**src/rtl/conv_mac_sequencer_pkg.sv**
```systemverilog
// Shared types and helpers for the convolution MAC sequencer.
package conv_mac_sequencer_pkg;

  typedef enum logic [2:0] {
    StIdle,
    StClr,
    StMac,
    StDrain,
    StWrite,
    StDone
  } seq_state_e;

  localparam int unsigned DefaultAddrWidthZ = 6;

  // Index arithmetic carries one bit beyond the Z address so n, k and n-k never wrap.
  function automatic int unsigned idx_width(input int unsigned addr_width_z);
    return addr_width_z + 1;
  endfunction

endpackage

```
**src/rtl/conv_bounds_calc.sv**
```systemverilog
// Combinational k range for one convolution output index n.
// kmin = max(0, n-(size_y-1)), kmax = min(n, size_x-1); sizes assumed non-zero.
module conv_bounds_calc #(
  parameter int unsigned IdxW = 7
) (
  input  logic [IdxW-1:0] n_i,
  input  logic [IdxW-1:0] size_x_i,
  input  logic [IdxW-1:0] size_y_i,
  output logic [IdxW-1:0] kmin_o,
  output logic [IdxW-1:0] kmax_o
);

  logic [IdxW-1:0] x_span;
  logic [IdxW-1:0] y_span;

  // Clamp n against both sequence lengths.
  always_comb begin
    x_span = size_x_i - IdxW'(1);
    y_span = size_y_i - IdxW'(1);
    kmin_o = (n_i > y_span) ? (n_i - y_span) : '0;
    kmax_o = (n_i < x_span) ? n_i : x_span;
  end

endmodule

```
**src/rtl/conv_mac_sequencer.sv**
```systemverilog
// Sequencer for the convolution MAC datapath: Z[n] = sum_k X[k]*Y[n-k].
// Optional cycle counter output enabled by CONV_MAC_SEQUENCER_PERF_CNT_EN.
module conv_mac_sequencer
  import conv_mac_sequencer_pkg::*;
#(
  parameter int unsigned ADDR_WIDTH_X = 5,
  parameter int unsigned ADDR_WIDTH_Y = 5,
  parameter int unsigned ADDR_WIDTH_Z = DefaultAddrWidthZ
) (
  input  logic                    clk,
  input  logic                    rsth,
  input  logic                    start_i,
  input  logic [ADDR_WIDTH_X:0]   sizeX_i,
  input  logic [ADDR_WIDTH_Y:0]   sizeY_i,
  output logic [ADDR_WIDTH_X-1:0] memX_addr_o,
  output logic                    memX_rd_o,
  output logic [ADDR_WIDTH_Y-1:0] memY_addr_o,
  output logic                    memY_rd_o,
  output logic                    macEn_o,
  output logic                    macClr_o,
  output logic [ADDR_WIDTH_Z-1:0] memZ_addr_o,
  output logic                    memZ_we_o,
  output logic                    busy_o,
  output logic                    done_o
`ifdef CONV_MAC_SEQUENCER_PERF_CNT_EN
  ,
  output logic [31:0]             cycleCnt_o
`endif
);

  localparam int unsigned IdxW = idx_width(ADDR_WIDTH_Z);

  seq_state_e      state_q;
  logic [IdxW-1:0] n_q;
  logic [IdxW-1:0] k_q;
  logic [IdxW-1:0] size_x_q;
  logic [IdxW-1:0] size_y_q;

  logic [IdxW-1:0] kmin;
  logic [IdxW-1:0] kmax;
  logic [IdxW-1:0] y_first;
  logic [IdxW-1:0] k_next;
  logic [IdxW-1:0] y_next;
  logic [IdxW-1:0] n_last;
  logic            size_zero;

  conv_bounds_calc #(
    .IdxW(IdxW)
  ) u_bounds (
    .n_i     (n_q),
    .size_x_i(size_x_q),
    .size_y_i(size_y_q),
    .kmin_o  (kmin),
    .kmax_o  (kmax)
  );

  // Address arithmetic for the first and subsequent MAC reads of the current n.
  always_comb begin
    y_first   = n_q - kmin;
    k_next    = k_q + IdxW'(1);
    y_next    = n_q - k_next;
    n_last    = size_x_q + size_y_q - IdxW'(2);
    size_zero = (sizeX_i == '0) || (sizeY_i == '0);
  end

  // Main FSM; every output is registered and reflects the state being entered.
  always_ff @(posedge clk) begin
    if (rsth) begin
      state_q     <= StIdle;
      n_q         <= '0;
      k_q         <= '0;
      size_x_q    <= '0;
      size_y_q    <= '0;
      memX_addr_o <= '0;
      memX_rd_o   <= 1'b0;
      memY_addr_o <= '0;
      memY_rd_o   <= 1'b0;
      macEn_o     <= 1'b0;
      macClr_o    <= 1'b0;
      memZ_addr_o <= '0;
      memZ_we_o   <= 1'b0;
      busy_o      <= 1'b0;
      done_o      <= 1'b0;
    end else begin
      memX_addr_o <= '0;
      memX_rd_o   <= 1'b0;
      memY_addr_o <= '0;
      memY_rd_o   <= 1'b0;
      // Read data arrives one cycle after the strobe, so enable trails it by one.
      macEn_o     <= memX_rd_o;
      macClr_o    <= 1'b0;
      memZ_addr_o <= '0;
      memZ_we_o   <= 1'b0;
      done_o      <= 1'b0;
      case (state_q)
        StIdle: begin
          if (start_i) begin
            size_x_q <= IdxW'(sizeX_i);
            size_y_q <= IdxW'(sizeY_i);
            n_q      <= '0;
            if (size_zero) begin
              state_q <= StDone;
              done_o  <= 1'b1;
            end else begin
              state_q  <= StClr;
              macClr_o <= 1'b1;
              busy_o   <= 1'b1;
            end
          end
        end
        StClr: begin
          k_q         <= kmin;
          memX_rd_o   <= 1'b1;
          memY_rd_o   <= 1'b1;
          memX_addr_o <= ADDR_WIDTH_X'(kmin);
          memY_addr_o <= ADDR_WIDTH_Y'(y_first);
          state_q     <= StMac;
        end
        StMac: begin
          if (k_q == kmax) begin
            state_q <= StDrain;
          end else begin
            k_q         <= k_next;
            memX_rd_o   <= 1'b1;
            memY_rd_o   <= 1'b1;
            memX_addr_o <= ADDR_WIDTH_X'(k_next);
            memY_addr_o <= ADDR_WIDTH_Y'(y_next);
          end
        end
        StDrain: begin
          state_q     <= StWrite;
          memZ_we_o   <= 1'b1;
          memZ_addr_o <= ADDR_WIDTH_Z'(n_q);
        end
        StWrite: begin
          if (n_q == n_last) begin
            state_q <= StDone;
            done_o  <= 1'b1;
            busy_o  <= 1'b0;
          end else begin
            n_q      <= n_q + IdxW'(1);
            state_q  <= StClr;
            macClr_o <= 1'b1;
          end
        end
        StDone: begin
          state_q <= StIdle;
        end
        default: begin
          state_q <= StIdle;
          busy_o  <= 1'b0;
        end
      endcase
    end
  end

`ifdef CONV_MAC_SEQUENCER_PERF_CNT_EN
  // Busy-cycle counter: cleared on an accepted start, held after completion.
  always_ff @(posedge clk) begin
    if (rsth) begin
      cycleCnt_o <= '0;
    end else if ((state_q == StIdle) && start_i) begin
      cycleCnt_o <= '0;
    end else if (busy_o) begin
      cycleCnt_o <= cycleCnt_o + 32'd1;
    end
  end
`endif

endmodule

```
**config.mk**
```make
export PLATFORM = sky130hd
export DESIGN_NAME = conv_mac_sequencer
export DESIGN_NICKNAME = d
export VERILOG_FILES = /design/src/rtl/conv_mac_sequencer_pkg.sv /design/src/rtl/conv_bounds_calc.sv /design/src/rtl/conv_mac_sequencer.sv
export SDC_FILE = /design/constraint.sdc
export NUM_CORES = 1
export LEC_CHECK = 0
export BUFFER_PORTS_ARGS = -buffer_cell sky130_fd_sc_hd__buf_2
export CAP_MARGIN = 20
export CORE_MARGIN = 4
export CORE_UTILIZATION = 55
export CTS_CLUSTER_DIAMETER = 60
export DETAILED_ROUTE_END_ITERATION = 10
export PLACE_DENSITY = 0.82
export SLEW_MARGIN = 0
export SYNTH_ARGS = -nofsm -noshare
export SYNTH_HDL_FRONTEND = slang
export SYNTH_SLANG_ARGS = --single-unit
```
**constraint.sdc**
```tcl
create_clock -name clk -period 7.7 [get_ports clk]
set_input_delay 1.54 -clock clk [delete_from_list [all_inputs] [get_ports clk]]
set_output_delay 1.54 -clock clk [all_outputs]
set_load 0.02 [all_outputs]
```
### Word level (Yosys, flattened, before mapping)

Cells that the tools add are included.
W data, S select, Z words.

| storage, ports and cells | value |
|---|---|
| register bits after elaboration | 51 |
| input port bits | 15 |
| output and inout bits | 23 |
| logic and storage cells | 84 |

| operators by class | value |
|---|---|
| magnitude comparators | 2 |
| equality and inequality tests | 13 |
| reduce and logical (&&, ||, !) cells | 13 |
| bitwise logic cells | 2 |
| multiplexer cells | 31 |
| add/subtract/negate cells | 9 |

Operators with widths:

| kind | count |
|---|---|
| $mux W7 | 5 |
| $pmux W7 S2 | 2 |
| $pmux W5 S2 | 2 |
| $pmux W3 S5 | 1 |
| $add A7 B1 Y7 const B | 2 |
| $eq A7 B7 Y1 | 2 |
| $sub A6 B1 Y7 const B | 2 |
| $logic_not A6 Y1 | 2 |
| $mux W3 | 4 |
| $ne A2 B2 Y1 const B | 6 |
| $mux W1 | 11 |
| $mux W5 | 2 |
| $sub A5 B5 Y5 | 2 |
| $add A6 B6 Y7 | 1 |
| $gt A7 B7 Y1 | 1 |
| $lt A7 B7 Y1 | 1 |
| $sub A7 B2 Y7 const B | 1 |
| $sub A7 B7 Y7 | 1 |
| $eq A3 B2 Y1 const B | 2 |
| $eq A3 B3 Y1 const B | 2 |
| $pmux W1 S2 | 3 |
| $reduce_and A2 Y1 | 3 |
| $reduce_and A4 Y1 | 1 |
| $reduce_bool A2 Y1 | 2 |
| 8 further kinds | 9 |

### Depth between registers and ports, before layout

| logic depth | value |
|---|---|
| depth after elaboration | 6 |
| gate-level depth with buffers | 18 |
| mapped depth without buffers | 18 |

### Hierarchy

Synthesis repeated with hierarchy kept, for this count alone.

| second synthesis, totals | value |
|---|---|
| cells, all modules | 448 |
| area total of the unflattened synthesis | 3678.5 µm² |

Modules (own cells, without submodules):

| module | sequential area each (µm²) | area an instance (µm²) | cells each | instances |
|---|---|---|---|---|
| conv_mac_sequencer | 1021.0 | 2916.5 | 343 | 1 |
| conv_bounds_calc | 0.0 | 762.0 | 105 | 1 |

### Worst setup path before layout

OpenSTA, ideal clock, no wires.

| timing path | value |
|---|---|
| path type | reg-to-reg |
| from | register size_y_q[0] |
| to | register memY_addr_o[4] |
| setup slack | 4.326 ns |
| period minus slack after synthesis | 3.374 ns |
| arrival | 3.248 ns |
| stages on the path, launching flop included | 16 |
| required time | 7.574 ns |
| buffers on the path | 0 |
| library setup time | 0.126 ns |
| cell sequence | dfxtp_1 inv_1 ha_1 nand2_1 xnor2_1 ha_1 a21o_1 a21o_1 and2_1 o311ai_0 ha_1 a21o_1 a21oi_1 xnor2_1 xnor2_1 o22ai_1 |

| on the way | value |
|---|---|
| word-level cells in the longest chain between the ends | 5 |
| elaborated cells on any way between the ends | 6 |
| classes of those cells | add/sub (3); order compare (1); mux (2) |

RTL lines:

| element | line | RTL |
|---|---|---|
| start, declared | conv_mac_sequencer.sv:37 | `logic [IdxW-1:0] size_y_q;` |
| start signal, assigned | conv_mac_sequencer.sv:99 | `size_y_q <= IdxW'(sizeY_i);` |
| $sub A6 B1 Y7 (*) | conv_bounds_calc.sv:19 | `y_span = size_y_i - IdxW'(1);` |
| $sub A7 B7 Y7 / $gt A7 B7 Y1 (equally long branches) | conv_bounds_calc.sv:20 | `kmin_o = (n_i > y_span) ? (n_i - y_span) : '0;` |
| $mux W7 (*) | conv_bounds_calc.sv:20 |  |
| $sub A5 B5 Y5 (*) | conv_mac_sequencer.sv:59 | `y_first = n_q - kmin;` |
| $pmux W5 S2 (*) | conv_mac_sequencer.sv:95 | `case (state_q)` |
| end signal, assigned | conv_mac_sequencer.sv:116 | `memY_addr_o <= ADDR_WIDTH_Y'(y_first);` |
| end signal, assigned | conv_mac_sequencer.sv:127 | `memY_addr_o <= ADDR_WIDTH_Y'(y_next);` |
| end, declared | conv_mac_sequencer.sv:17 | `output logic [ADDR_WIDTH_Y-1:0] memY_addr_o,` |

Every way passes the cells marked *; elsewhere a longest branch is shown, timed or not.
A chain may end at the register's enable or synchronous reset.

### Worst setup path in the final report

Ends and elaborated chain as after synthesis.

==> run summary <==
Share of power burned in the clock network: 0.305
Switching Power: 0.0002349 W
Crit path to: memY_addr_o[4]$_SDFF_PP0_
Sort of element at the start of the critical path: flip-flop
RSZ-0062 raised after global routing: no
Worst-path clk slew: 0.10 ns
Clock Path Buffers: 2
Synth Warn #: 0
Outcome: finished, final reports clean
Clock buffers created by TritonCTS: 5
CP Capture Type: flip-flop
Share of the yosys chip area belonging to registers: 0.2704
Number of global-route vias before repair: 3287
Reported max-cap violation count: 0
Post-DR vias/cell: 6.074
Leakage power: 1.810 nW
Power Dens Cells: 181.2 nW/µm²
Data required time of the critical path: 7.89 ns
Measured slew at the worst slew-check pin: 1.093 ns
Initial detailed-routing violation count: 239
Cell count after synthesis: 453
Sequential cell area: 1021 µm²
Remaining Overflow, GRT: 0
Synth async-reset ratio: 0
Total number of placement rows: 29
Fraction of the core area covered by cells at the end of the flow: 0.6195
Area of the core region: 6495 µm²
Ratio of final minimum period to clock period: 0.5046
Setup Skew: 0.005867 ns
Arrival time of the worst setup path: 4.08 ns
Final nets: 530
Final count of pins violating max slew: 0
Share of power burned in registers: 0.396
Synth Flop Type: sky130_fd_sc_hd__dfxtp_1
R2r endpoint: memY_addr_o[4]$_SDFF_PP0_
I/O pins: 38
Post-synth design cell area: 3776 µm²
# H-tree levels: 2
Number of antenna violations at the first check in global routing: 0
Share of cells above drive strength 1: 0.1197
Highest fanout seen on the critical path: 6
Number of antenna cells inserted: 0
Fmax: 0.2574 GHz
Part of the total power dissipated in combinational logic: 0.299
Remaining number of nets flagged by the antenna check after routing: 0
Max IR drop VDD: 0.1273 mV
Initial Util: 0.5814
Number of gates given a new drive strength after cts: 0
Fillers: 549
WS Path Type: reg2reg
Clock period minus final worst setup slack: 3.885 ns
Clock tree from TritonCTS: built
Crit-path slowest cell: sky130_fd_sc_hd__o311ai_0
Post-CTS Repair Setup Buffers: 0
Pin count of the biggest net entering global routing: 38
Internal power: 0.0004940 W
Number of hold buffers added after cts: 0
Synth Net Count: 508
Switching share of power: 0.3222
Die width: 90.86 µm
Crit path launch: size_y_q[0]$_SDFFE_PP0P_
Yosys cell types: 61
First-pass GRT wire length: 15.68 mm
Router iterations before antenna repair: 5
Number of clock sinks seen by CTS: 51
Register-to-register setup slack: 3.81 ns
Final Wtd Congestion: 0.9489
Number of storage elements in the synthesis netlist: 51
Stage delay of the slowest cell on the critical path: 0.80 ns
Setup violations, final: 0
Number of flops mapped to enable cells by yosys: 0
Finished Layout Cells: 553
Vertical die dimension: 90.86 µm
Tot GR Track Use: 0.2324
Reg-to-reg startpoint: size_y_q[0]$_SDFFE_PP0P_
Port buffer count: 37
Mean instance size in the synthesized netlist: 8.336 µm²
Count of final hold-check violations: 0
Routed wire length: 9.260 mm
Cells traversed along the worst timing path: inv_1 > ha_1 > nand2_1 > xnor2_1 > ha_1 > a21o_1 > a21o_1 > and2_1 > o311ai_0 > ha_1 > a21o_1 > a21oi_1 > xnor2_1 > xnor2_1 > o22ai_1
Area delta synth->final: 6.561%
Worst-skew pair later-pin latency: 0.31 ns
Total Die Area: 8256 µm²
Accumulated negative setup slack: 0 ns
Class of the most critical hold timing path: reg2reg
Multi-input gate area: 2420 µm²
Placed instance count: 545
Vias after detailed routing: 3359
DRC Markers: 0
Average wire per standard cell: 16.75 µm
Buffer cell driving the clock tree root: sky130_fd_sc_hd__clkbuf_8
Post-detail-place hpwl: 6.793 mm
Number of cells on the worst reg-to-reg path: 15
Relative max-transition margin: 0.2690
==> flip-flops by register name (all words and copies together) (netlist names) <==
name / flops
size_x_q: 6
macClr_o: 1
memY_rd_o: 1
memX_addr_o: 5
memZ_we_o: 1
state_q: 3
memZ_addr_o: 6
k_q: 7
size_y_q: 6
memY_addr_o: 5
n_q: 7
done_o: 1
busy_o: 1
macEn_o: 1
==> final cells by class <==
type,count,share of cell area
Timing Repair Buffer,39,0.04975
Tap cell,77,0.02394
Clock buffer,6,0.01803
Sequential cell,51,0.2537
Clock inverter,2,0.01493
Inverter,41,0.03825
Multi-Input combinational cell,337,0.6014
==> worst max-delay path: cells and delay by family (launching register included) <==
kind | cells | cell delay, ns
buffers and inverters | 1 | 0.09
XOR/XNOR | 3 | 0.43
flip-flops | 1 | 0.42
AO/OA/AOI/OAI | 6 | 1.63
adder cells (fa/ha/maj) | 3 | 0.95
AND/OR/NAND/NOR | 2 | 0.26
==> cell usage in the layout (no fill, tap or decap), types with 3 or more instances in the layout <==
cell                        n
sky130_fd_sc_hd__dfxtp_1   51
sky130_fd_sc_hd__nand2_1   49
sky130_fd_sc_hd__inv_1     41
sky130_fd_sc_hd__a21oi_1   38
sky130_fd_sc_hd__buf_2     37
sky130_fd_sc_hd__ha_1      36
sky130_fd_sc_hd__xnor2_1   30
sky130_fd_sc_hd__nor2_1    20
sky130_fd_sc_hd__xor2_1    16
sky130_fd_sc_hd__nor3_1    11
sky130_fd_sc_hd__a21o_1     9
sky130_fd_sc_hd__nand4_1    9
sky130_fd_sc_hd__nand3_1    8
sky130_fd_sc_hd__and3_1     8
sky130_fd_sc_hd__o21ai_0    7
sky130_fd_sc_hd__or3_1      6
sky130_fd_sc_hd__a211oi_1   6
sky130_fd_sc_hd__o22ai_1    6
sky130_fd_sc_hd__nor4_1     6
sky130_fd_sc_hd__nand2b_1   5
sky130_fd_sc_hd__a31oi_1    5
sky130_fd_sc_hd__mux2i_1    5
sky130_fd_sc_hd__clkbuf_8   5
sky130_fd_sc_hd__and2_1     4
sky130_fd_sc_hd__nor2b_1    4
sky130_fd_sc_hd__a2111o_1   4
sky130_fd_sc_hd__o21a_1     4
sky130_fd_sc_hd__fa_1       4
sky130_fd_sc_hd__a21boi_0   3
==> cells in the mapped netlist, types with 2 or more instances <==
cell                        number  area, µm²
sky130_fd_sc_hd__a311oi_1        2      17.52
sky130_fd_sc_hd__nor3_1         12      60.06
sky130_fd_sc_hd__a21boi_0        3      22.52
sky130_fd_sc_hd__a21oi_1        38      190.2
sky130_fd_sc_hd__xnor2_1        30      262.8
sky130_fd_sc_hd__nor4_1          6      37.54
sky130_fd_sc_hd__bufbuf_16       2      65.06
sky130_fd_sc_hd__clkbuf_1       15      56.30
sky130_fd_sc_hd__nand2_1        49      183.9
sky130_fd_sc_hd__and2_1          4      25.02
sky130_fd_sc_hd__nand2b_1        5      31.28
sky130_fd_sc_hd__a2111o_1        4      45.04
sky130_fd_sc_hd__ha_1           36      450.4
sky130_fd_sc_hd__a211o_1         2      17.52
sky130_fd_sc_hd__buf_6           2      22.52
sky130_fd_sc_hd__or3_1           6      37.54
sky130_fd_sc_hd__o22ai_1         6      37.54
sky130_fd_sc_hd__clkbuf_8        2      27.53
sky130_fd_sc_hd__inv_1          41      153.9
sky130_fd_sc_hd__a21o_1          9      67.56
sky130_fd_sc_hd__fa_1            4      80.08
sky130_fd_sc_hd__o21ai_0         7      35.03
sky130_fd_sc_hd__o41ai_1         2      17.52
sky130_fd_sc_hd__nand3_1         8      40.04
sky130_fd_sc_hd__o31ai_1         2      15.01
sky130_fd_sc_hd__and3_1          8      50.05
sky130_fd_sc_hd__a211oi_1        6      45.04
sky130_fd_sc_hd__xor2_1         16      140.1
sky130_fd_sc_hd__nand4_1         9      56.30
sky130_fd_sc_hd__mux2_2          2      22.52
sky130_fd_sc_hd__o21a_1          4      30.03
sky130_fd_sc_hd__nor2_1         20      75.07
sky130_fd_sc_hd__buf_1           2      7.510
sky130_fd_sc_hd__a31oi_1         5      31.28
sky130_fd_sc_hd__mux2i_1         5      50.05
sky130_fd_sc_hd__dfxtp_1        51       1021
sky130_fd_sc_hd__nor2b_1         4      25.02
==> worst min path at each step <==
stage / start / endpoint / depth (start not counted)
global route: size_y_q[4]$_SDFFE_PP0P_ / size_y_q[4]$_SDFFE_PP0P_ / 2
floorplan: size_y_q[4]$_SDFFE_PP0P_ / size_y_q[4]$_SDFFE_PP0P_ / 2
detailed placement: size_y_q[4]$_SDFFE_PP0P_ / size_y_q[4]$_SDFFE_PP0P_ / 2
global placement: size_y_q[4]$_SDFFE_PP0P_ / size_y_q[4]$_SDFFE_PP0P_ / 2
CTS: size_y_q[4]$_SDFFE_PP0P_ / size_y_q[4]$_SDFFE_PP0P_ / 2
finish: size_y_q[4]$_SDFFE_PP0P_ / size_y_q[4]$_SDFFE_PP0P_ / 2
==> power by group through the flow <==
stage | Clock [W] | Sequential, W | Combinational [W]
2_1_floorplan | 0 | 0.000291 | 0.000174
3_3_place_gp | 0 | 0.000294 | 0.000208
3_5_place_dp | 0 | 0.000294 | 0.000213
4_1_cts | 0.000225 | 0.000289 | 0.000215
5_1_grt | 0.000236 | 0.000291 | 0.000244
6_report | 0.000222 | 0.000289 | 0.000218
==> through the flow <==
step / setup slack [ns] / hold slack, ns / total power (W) / area, µm²
after floorplan: 4.326 / 0.4363 / 0.0004643 / 3776
after global placement: 4.118 / 0.4437 / 0.0005021 / 3891
after detailed placement: 3.930 / 0.4475 / 0.0005076 / 3891
after CTS: 3.850 / 0.4606 / 0.0007285 / 4024
after global routing: 3.582 / 0.4856 / 0.0007710 / 4024
final: 3.815 / 0.4615 / 0.0007289 / 4024
==> layer usage <==
layer / up-vias / track usage / part of all wire / wire length, µm
li1: 1631 / - / - / -
met4: 0 / 0.08794 / 0.026 / 239
met3: 26 / 0.03833 / 0.063 / 582
met5: - / 0 / 0 / 0
met2: 142 / 0.3916 / 0.48 / 4434
met1: 1560 / 0.2969 / 0.43 / 4003
==> cells by family (layout without fill, tap and decap cells) <==
| group | Yosys count | count (layout) | synth area share |
|---|---|---|---|
| XOR/XNOR | 46 | 46 | 0.1067 |
| multiplexers | 7 | 7 | 0.01922 |
| AND/OR/NAND/NOR | 139 | 139 | 0.1829 |
| adder cells (fa/ha/maj) | 40 | 40 | 0.1405 |
| buffers and inverters | 65 | 88 | 0.09013 |
| AO/OA/AOI/OAI | 105 | 105 | 0.1902 |
| flip-flops | 51 | 51 | 0.2704 |
Power figures use the tool's default switching activity.
